===== config.mk =====
export PLATFORM = sky130hd
export DESIGN_NAME = slip_tx_stream
export DESIGN_NICKNAME = d
export VERILOG_FILES = /design/src/rtl/slip_pkg.sv /design/src/rtl/slip_fifo.sv /design/src/rtl/slip_tx_stream.sv
export SDC_FILE = /design/constraint.sdc
export NUM_CORES = 1
export LEC_CHECK = 0
export ABC_AREA = 1
export CAP_MARGIN = 20
export CORE_ASPECT_RATIO = 0.9
export CORE_MARGIN = 5
export CORE_UTILIZATION = 60
export CTS_CLUSTER_DIAMETER = 60
export DETAILED_ROUTE_END_ITERATION = 12
export MAX_ROUTING_LAYER = met4
export PLACE_DENSITY = 0.85
export SYNTH_ARGS = -nofsm -noshare
export SYNTH_HDL_FRONTEND = slang
export SYNTH_SLANG_ARGS = --single-unit

===== constraint.sdc =====
create_clock -name clk -period 3.9 [get_ports clk]
set_input_delay 0.975 -clock clk [delete_from_list [all_inputs] [get_ports clk]]
set_output_delay 0.975 -clock clk [all_outputs]
set_load 0.05 [all_outputs]

===== src/rtl/slip_pkg.sv =====
// Shared SLIP constants, encoder state type and escape helpers.
package slip_pkg;

  localparam logic [7:0] SLIP_END     = 8'hC0;
  localparam logic [7:0] SLIP_ESC     = 8'hDB;
  localparam logic [7:0] SLIP_ESC_END = 8'hDC;
  localparam logic [7:0] SLIP_ESC_ESC = 8'hDD;

  typedef enum logic [1:0] {
    S_IDLE,
    S_DATA,
    S_ESC2,
    S_END
  } slip_tx_st_t;

  function automatic logic slip_needs_esc(input logic [7:0] b);
    return (b == SLIP_END) || (b == SLIP_ESC);
  endfunction

  // Second byte of an escape pair; only meaningful when slip_needs_esc(b).
  function automatic logic [7:0] slip_esc_second(input logic [7:0] b);
    return (b == SLIP_END) ? SLIP_ESC_END : SLIP_ESC_ESC;
  endfunction

endpackage


===== src/rtl/slip_fifo.sv =====
// Synchronous FIFO with combinational head read and occupancy count.
module slip_fifo #(
  parameter int unsigned WIDTH = 9,
  parameter int unsigned DEPTH = 16,
  localparam int unsigned AW = $clog2(DEPTH),
  localparam int unsigned LW = $clog2(DEPTH + 1)
) (
  input  logic             clk,
  input  logic             rst,
  input  logic             push,
  input  logic [WIDTH-1:0] wdata,
  input  logic             pop,
  output logic [WIDTH-1:0] rdata,
  output logic             full,
  output logic             empty,
  output logic [LW-1:0]    level
);

  logic [WIDTH-1:0] mem_q [DEPTH];
  logic [AW-1:0]    wr_ptr_q;
  logic [AW-1:0]    rd_ptr_q;
  logic [LW-1:0]    count_q;
  logic             do_push;
  logic             do_pop;

  assign full    = (count_q == LW'(DEPTH));
  assign empty   = (count_q == '0);
  assign level   = count_q;
  assign rdata   = mem_q[rd_ptr_q];
  assign do_push = push && !full;
  assign do_pop  = pop && !empty;

  // Pointers wrap naturally because DEPTH is a power of two.
  always_ff @(posedge clk) begin
    if (rst) begin
      wr_ptr_q <= '0;
      rd_ptr_q <= '0;
      count_q  <= '0;
    end else begin
      if (do_push) wr_ptr_q <= wr_ptr_q + 1'b1;
      if (do_pop)  rd_ptr_q <= rd_ptr_q + 1'b1;
      case ({do_push, do_pop})
        2'b10:   count_q <= count_q + 1'b1;
        2'b01:   count_q <= count_q - 1'b1;
        default: count_q <= count_q;
      endcase
    end
  end

  always_ff @(posedge clk) begin
    if (do_push) mem_q[wr_ptr_q] <= wdata;
  end

endmodule


===== src/rtl/slip_tx_stream.sv =====
// SLIP frame encoder: buffers {last, byte} in a FIFO and streams escaped,
// END-delimited frames through a registered valid/ready output.
module slip_tx_stream
  import slip_pkg::*;
#(
  parameter int unsigned DEPTH    = 16,
  parameter bit          LEAD_END = 1'b1,
  parameter int unsigned CNT_W    = 16,
  localparam int unsigned LW      = $clog2(DEPTH + 1)
) (
  input  logic             clk,
  input  logic             rst,
  input  logic [7:0]       in_data,
  input  logic             in_last,
  input  logic             in_valid,
  output logic             in_ready,
  output logic [7:0]       out_data,
  output logic             out_valid,
  input  logic             out_ready,
  output logic [LW-1:0]    fifo_level,
  output logic             busy,
  output logic [CNT_W-1:0] frame_cnt
);

  slip_tx_st_t      state_q, state_d;
  logic [7:0]       out_data_q, out_data_d;
  logic             out_valid_q, out_valid_d;
  logic [7:0]       esc2_q, esc2_d;
  logic             last_q, last_d;
  logic [CNT_W-1:0] frame_cnt_q, frame_cnt_d;

  logic             fifo_full;
  logic             fifo_empty;
  logic             pop;
  logic [8:0]       head;
  logic [7:0]       head_data;
  logic             head_last;
  logic             slot_free;
  logic             take_data;

  slip_fifo #(
    .WIDTH (9),
    .DEPTH (DEPTH)
  ) u_fifo (
    .clk   (clk),
    .rst   (rst),
    .push  (in_valid),
    .wdata ({in_last, in_data}),
    .pop   (pop),
    .rdata (head),
    .full  (fifo_full),
    .empty (fifo_empty),
    .level (fifo_level)
  );

  assign {head_last, head_data} = head;
  assign slot_free = !out_valid_q || out_ready;

  // Cycles that consume the FIFO head; without a leading END, idle acts as data.
  assign take_data = slot_free && !fifo_empty &&
                     ((state_q == S_DATA) || ((state_q == S_IDLE) && !LEAD_END));

  always_ff @(posedge clk) begin
    if (rst) begin
      state_q <= S_IDLE;
    end else begin
      state_q <= state_d;
    end
  end

  always_comb begin
    state_d = state_q;
    if (take_data) begin
      if (slip_needs_esc(head_data)) begin
        state_d = S_ESC2;
      end else begin
        state_d = head_last ? S_END : S_DATA;
      end
    end else if (slot_free) begin
      unique case (state_q)
        S_IDLE:  if (!fifo_empty) state_d = S_DATA;
        S_ESC2:  state_d = last_q ? S_END : S_DATA;
        S_END:   state_d = S_IDLE;
        default: state_d = state_q;
      endcase
    end
  end

  always_comb begin
    out_data_d  = out_data_q;
    out_valid_d = out_valid_q;
    esc2_d      = esc2_q;
    last_d      = last_q;
    frame_cnt_d = frame_cnt_q;
    pop         = 1'b0;
    // An accepted byte leaves the register unless something replaces it.
    if (slot_free) out_valid_d = 1'b0;
    if (take_data) begin
      pop         = 1'b1;
      out_valid_d = 1'b1;
      last_d      = head_last;
      if (slip_needs_esc(head_data)) begin
        out_data_d = SLIP_ESC;
        esc2_d     = slip_esc_second(head_data);
      end else begin
        out_data_d = head_data;
      end
    end else if (slot_free) begin
      unique case (state_q)
        S_IDLE: begin
          if (!fifo_empty) begin
            out_data_d  = SLIP_END;
            out_valid_d = 1'b1;
          end
        end
        S_ESC2: begin
          out_data_d  = esc2_q;
          out_valid_d = 1'b1;
        end
        S_END: begin
          out_data_d  = SLIP_END;
          out_valid_d = 1'b1;
          frame_cnt_d = frame_cnt_q + 1'b1;
        end
        default: ;
      endcase
    end
  end

  always_ff @(posedge clk) begin
    if (rst) begin
      out_data_q  <= 8'h00;
      out_valid_q <= 1'b0;
      esc2_q      <= 8'h00;
      last_q      <= 1'b0;
      frame_cnt_q <= '0;
    end else begin
      out_data_q  <= out_data_d;
      out_valid_q <= out_valid_d;
      esc2_q      <= esc2_d;
      last_q      <= last_d;
      frame_cnt_q <= frame_cnt_d;
    end
  end

  assign in_ready  = !fifo_full;
  assign out_data  = out_data_q;
  assign out_valid = out_valid_q;
  assign frame_cnt = frame_cnt_q;
  assign busy      = (state_q != S_IDLE) || !fifo_empty || out_valid_q;

endmodule


==> flow_summary.yaml, run 1 <==
detailed_routing:
  dr_total_vias: 5999
  wl_per_cell_um: 16.9
  via_per_inst: 5.60
  first_pass_iters: 5
  drc_errors: 0
  drt_wl_total_um: 18100
  ant_nets: 0
  drtIter0Drc: 701
global_routing:
  grt_antenna_before_repair: 0
  grt-ovfl-total: 0
  grt_pass1_vias: 5850
  grt_max_degree: 68
  grt_pass1_wl_um: 28500
  grt_util_all_layers_pct: 23.5
flow_run:
  cap_viol_max_count: 0
place:
  dp_hpwl_um: 11000
  place.gp.congestion: 0.866
  portBuffers: 44
die:
  rows: 40
  chipHeight_um: 121
  core_sq_um: 13400
  die_area_sq_um: 16200
  pin_count: 45
  initial_core_util_pct: 61.6
  fp.dieW_um: 134
synthesis:
  synth.most_common_cell: "nand2_1"
  synth_area_per_cell_sq_um: 9.82
  synth_area_sq_um: 8260
  ys_async_sr_fraction_pct: 0
  ys_top_cells_by_area: "edfxtp_1 (52%), dfxtp_1 (11%), nand2_1 (9.5%)"
  yosys_warnings: 0
  synth_cells: 841
  synth_ff_type: "edfxtp_1"
  yosys.area.top_type: "edfxtp_1"
  synthDistinctLibCells: 40
  synth_top_area_share_pct: 52.4
  synthesis.nets: 864
  synth_edf_count: 144
  yosys-top-cells-count: "nand2_1 (208), edfxtp_1 (144), inv_1 (107), nand3_1 (89), nor2_1 (77)"
  yosys_register_bits: 191
  yosysSeqAreaShare_pct: 63.7
clocking:
  cts-root-buf: "clkbuf_16"
  cts_buffer_depth: 2
  insertion_delay_ps: 430
  numCtsBuffers: 17
  post_cts_buffers: 0
  ctsHtreeMaxLevel: 4
  path_clk_slew_ps: 60
  ctsHoldBuffers: 0
  cts.sinks: 191
  cts_resized: 0
  cts_tree: "yes"
setup_path:
  slowest_delay_ps: 710
  cp.required_ps: 2920
  crit_path_top_delay_cell: "clkdlybuf4s50_1"
  r2r_end: "state_q[0]$_SDFFE_PP0P_"
  cp-start-kind: "flip-flop"
  reg2reg_depth: 14
  endpoint_kind: "primary output"
  crit_arrival_ps: 2240
  cp_cell_sequence: "nor2_1 -> nand3_1 -> nor2_1 -> inv_1 -> nor2_1 -> nand3_1 -> clkdlybuf4s50_1"
  crit_path_max_fanout: 5
  r2r_slack_ps: 990
  criticalPathCategory: "reg -> out"
  crit_buf_inv: 2
  cp_top_family: "buffers and inverters"
  path_common_cell: "nor2_1"
layout:
  layout-drive-gt1-share_pct: 7.63
  area_growth_pct: 14.9
  antenna_cells: 0
  fin_nets: 914
timing:
  whs_ps: 463
  fmax_mhz: 311
  final_max_slew_viol_count: 0
  final.min_clock_period_ps: 3220
  setup_tns_ps: 0
  finClkSkew_ps: 8.33
  rsz0062_at_grt: "false"
  maxSlewHeadroom_pct: 38.7
  finalHoldViolCount: 0
  worst_slew_pin_slew_ps: 916
  min_period_over_period_pct: 82.5
  finalSetupViolCount: 0
hold_path:
  hold_start: "esc2_q[0]$_SDFFE_PP0P_"
  min_path_cells: 2
  hp-class: "reg -> reg"
  min_to: "esc2_q[0]$_SDFFE_PP0P_"
power:
  p_per_area_nw_per_um2: 649
  peakVddDrop_v: 0.000391
  leakagePower_nw: 3.81
status:
  status: "complete, no violations"
flip-flops by register name, indices dropped and copies added (netlist names), named ones only:
signal           count
u_fifo.wr_ptr_q      4
out_valid            1
u_fifo.level         5
last_q               1
state_q              2
frame_cnt           16
out_data             8
esc2_q               2
u_fifo.rd_ptr_q      4
u_fifo.mem_q       144
layer usage:
layer	vias up	track usage (%)	routed length, um
met1	2785	28.4	7300
met2	280	38.8	8900
met3	48	5.06	1400
li1	2886	-	-
met4	0	10.1	500
met5	-	-	0
area by class of cell:
| class | instances | area (sq um) |
|---|---|---|
| clock buffer | 18 | 429 |
| clock inverter | 14 | 201 |
| fill | 927 | 3930 |
| inverter | 114 | 430 |
| multi-input combinational | 503 | 2360 |
| sequential | 191 | 5270 |
| tap | 168 | 210 |
| timing repair buffer | 64 | 591 |
per-stage QoR:
| step | area (sq um) | util [%] | std cells | power [W] | setup WS (ps) |
|---|---|---|---|---|---|
| 2_1_floorplan | 8260 | - | 841 | 0.00385 | 514 |
| 3_3_place_gp | 8860 | 66.0 | 1040 | 0.00427 | 463 |
| 3_5_place_dp | 8860 | 66.0 | 1040 | 0.00432 | 401 |
| 4_1_cts | 9490 | 70.7 | 1072 | 0.00617 | 681 |
| 5_1_grt | 9490 | 70.7 | 1072 | 0.00646 | 542 |
| 6_report | 9490 | 70.7 | 1072 | 0.00616 | 681 |
layout by cell type (no fill, tap or decap), drive strengths merged:
cell and n:
inv 118, a21oi 32, o211ai 8, o221ai 1, buf 20, o21ba 1, clkdlybuf4s50 44, a2111oi 1
clkinv 4, ha 10, clkbuf 18, nand4 4, bufinv 4, dfxtp 47, nand3 89, a21o 1
a31oi 5, a211oi 1, nor2 79, nor3b 1, edfxtp 144, o21ai 44, o21a 1, nor4b 1
nand2 211, a22oi 1, nor3 7, xor2 5, clkinvlp 2
worst max path at each step:
| stage | cells after the start | to | startpoint | slack, ps |
|---|---|---|---|---|
| 5_1_grt | 17 | u_fifo.level[4]$_SDFFE_PP0P_ | out_ready | 540 |
| 6_report | 7 | busy | u_fifo.level[0]$_SDFFE_PP0P_ | 680 |
| 2_1_floorplan | 17 | u_fifo.level[4]$_SDFFE_PP0P_ | out_ready | 510 |
| 4_1_cts | 7 | busy | u_fifo.level[0]$_SDFFE_PP0P_ | 680 |
| 3_3_place_gp | 17 | u_fifo.level[4]$_SDFFE_PP0P_ | out_ready | 460 |
| 3_5_place_dp | 17 | u_fifo.level[4]$_SDFFE_PP0P_ | out_ready | 400 |
kinds of logic after synthesis:
family | Yosys count | share of synthesized area [%]
and+or+nand+nor | 392 | 20.0
AOI/OAI and AO/OA | 96 | 6.56
xor gates and xnor gates | 5 | 0.530
buffers and inverters | 147 | 7.68
adders and majority gates | 10 | 1.51
DFF | 191 | 63.7
tightest hold or removal path, cell delays in order (launching register included):
cell	delay, ps
dfxtp_1	300
inv_1	60
a21oi_1	60
report_power, final:
group          total, W  leakage, nW  switching [W]  internal [W]
Clock           0.00184        0.303       0.000754       0.00109
Sequential      0.00246         1.68       0.000147       0.00231
Combinational   0.00186         1.82        0.00130      0.000565
Total           0.00616         3.81        0.00220       0.00397
Note: power is estimated with default switching activity, not from simulation.
==> run 2: changes to the inputs <==
CORE_UTILIZATION = 54   (was 60)
PLACE_DENSITY = 0.81   (was 0.85)
clock period = 2.6 ns   (was 3.9 ns; I/O delays follow)
==> flow_summary.yaml, run 2 (same netlist as run 1, synthesis figures left out) <==
layout:
  layout_commonest_cell: "nand2_1"
  finalNonFillerCells: 1131
  antenna_cells: 0
  largest_reg_flops: 144
  area_growth_pct: 18.0
  final_cell_mix: "nand2_1 (206), edfxtp_1 (144), inv_1 (106)"
  final_cell_area_sq_um: 9750
  layout-drive-gt1-share_pct: 12.0
  top_register: "u_fifo.mem_q"
  fin_nets: 943
setup_path:
  criticalPathCategory: "reg -> out"
  endpoint_kind: "primary output"
  cp-start-kind: "flip-flop"
  crit_arrival_ps: 1830
  cp.required_ps: 1950
  crit_path_max_fanout: 4
  reg2reg_depth: 18
clocking:
  cts-root-buf: "clkbuf_16"
  post_cts_buffers: 0
  insertion_delay_ps: 430
  cts.sinks: 191
  path_clk_slew_ps: 70
  ctsHtreeMaxLevel: 4
  cts_buffer_depth: 2
  numCtsBuffers: 17
  cts_tree: "yes"
timing:
  rsz0062_at_grt: "false"
  finalSetupViolCount: 0
  final_max_slew_viol_count: 0
  finalHoldViolCount: 0
  worst_slew_pin_slew_ps: 703
  fmax_mhz: 404
  maxSlewHeadroom_pct: 53.0
  min_period_over_period_pct: 95.2
  setup_tns_ps: 0
  finClkSkew_ps: 10.2
  final.min_clock_period_ps: 2480
  fin_ws_ps: 124
place:
  place.gp.congestion: 0.861
  dp_hpwl_um: 12500
  portBuffers: 44
  dpl_worst_slack_ps: -350
  dp.cells: 1099
  place_area_sq_um: 9180
die:
  fp.dieW_um: 140
  die_area_sq_um: 17900
  chipHeight_um: 127
  core_sq_um: 14900
  initial_core_util_pct: 55.5
  pin_count: 45
  rows: 42
power:
  p_per_area_nw_per_um2: 950
  peakVddDrop_v: 0.000748
  leakagePower_nw: 3.93
global_routing:
  grt_max_degree: 59
  grt-ovfl-total: 0
  grt_pass1_wl_um: 30400
  grt_pass1_vias: 5901
  grt_antenna_before_repair: 0
  grt_util_all_layers_pct: 22.3
detailed_routing:
  drtIter0Drc: 590
  dr_total_vias: 6193
  drt_wl_total_um: 19100
  drc_errors: 0
  via_per_inst: 5.48
  ant_nets: 0
  wl_per_cell_um: 16.9
  first_pass_iters: 7
flow_run:
  cap_viol_max_count: 0
hold_path:
  hp-class: "reg -> reg"
  min_path_cells: 1
status:
  status: "complete, no violations"
-- run 2: cell count changes in the layout (fill, tap and decap cells not counted), sizes merged, moves of 2 or more --
cell | previous run | this run
inv | 118 | 115
clkinv | 4 | 7
bufinv | 4 | 1
clkinvlp | 2 | 4
clkdlybuf4s50 | 44 | 42
buf | 20 | 50
-- run 2: path summary, 6_finish.rpt --
| kind | start | endpoint | slack [ps] |
|---|---|---|---|
| max | u_fifo.level[2]$_SDFFE_PP0P_ | in_ready | 120 |
| min | u_fifo.level[4]$_SDFFE_PP0P_ | u_fifo.level[4]$_SDFFE_PP0P_ | 460 |
| max reg2reg | u_fifo.level[1]$_SDFFE_PP0P_ | u_fifo.level[4]$_SDFFE_PP0P_ | 230 |
| min reg2reg | u_fifo.level[4]$_SDFFE_PP0P_ | u_fifo.level[4]$_SDFFE_PP0P_ | 460 |
-- run 2: report_power, final --
part / switching [W] / internal [W]
combinational: 0.00212 / 0.00105
clock: 0.00112 / 0.00132
sequential: 0.000154 / 0.00349
-- run 2: repair_timing --
| item | 4_1_cts | 5_1_grt |
|---|---|---|
| resized for setup | 0 | 7 |
| hold buffers | 0 | 0 |
| endpoints found under the setup margin | 0 | 2 |
-- run 2: area by class of cell --
cell class / instances / area (sq um)
inverters: 114 / 430
multi-input cells: 503 / 2410
well taps: 198 / 248
clock buffers: 19 / 433
fillers: 1080 / 5120
flip-flops and latches: 191 / 5280
repair buffers: 93 / 833
clock inverters: 13 / 114
-- run 2: layer usage --
metal	routed length [um]	share of wire, %	up-vias	GRT usage (%)
met3	1510	7.9	36	4.26
met1	7860	41	2932	28.4
met4	357	1.9	0	6.84
li1	-	-	2941	-
met2	9360	49	284	36.7
met5	0	0	-	-
-- run 2: critical path, cell delays in order (launching register included) --
cell	delay, ps
dfxtp_2	370
inv_1	70
nand4_1	130
clkdlybuf4s50_1	820
-- run 2: per-stage QoR --
step	hold slack (ps)	power, W	util [%]
after floorplan	434	0.00583	-
after global placement	445	0.00670	61.7
after detailed placement	448	0.00679	61.7
after CTS	457	0.00922	65.4
after global routing	477	0.00974	65.5
final	455	0.00926	65.5
==> run 3: changes to the inputs <==
CTS_CLUSTER_SIZE = 8   (was not set)
==> results of run 3 <==
Final layout, timing and power as in run 2 (identical DEF).
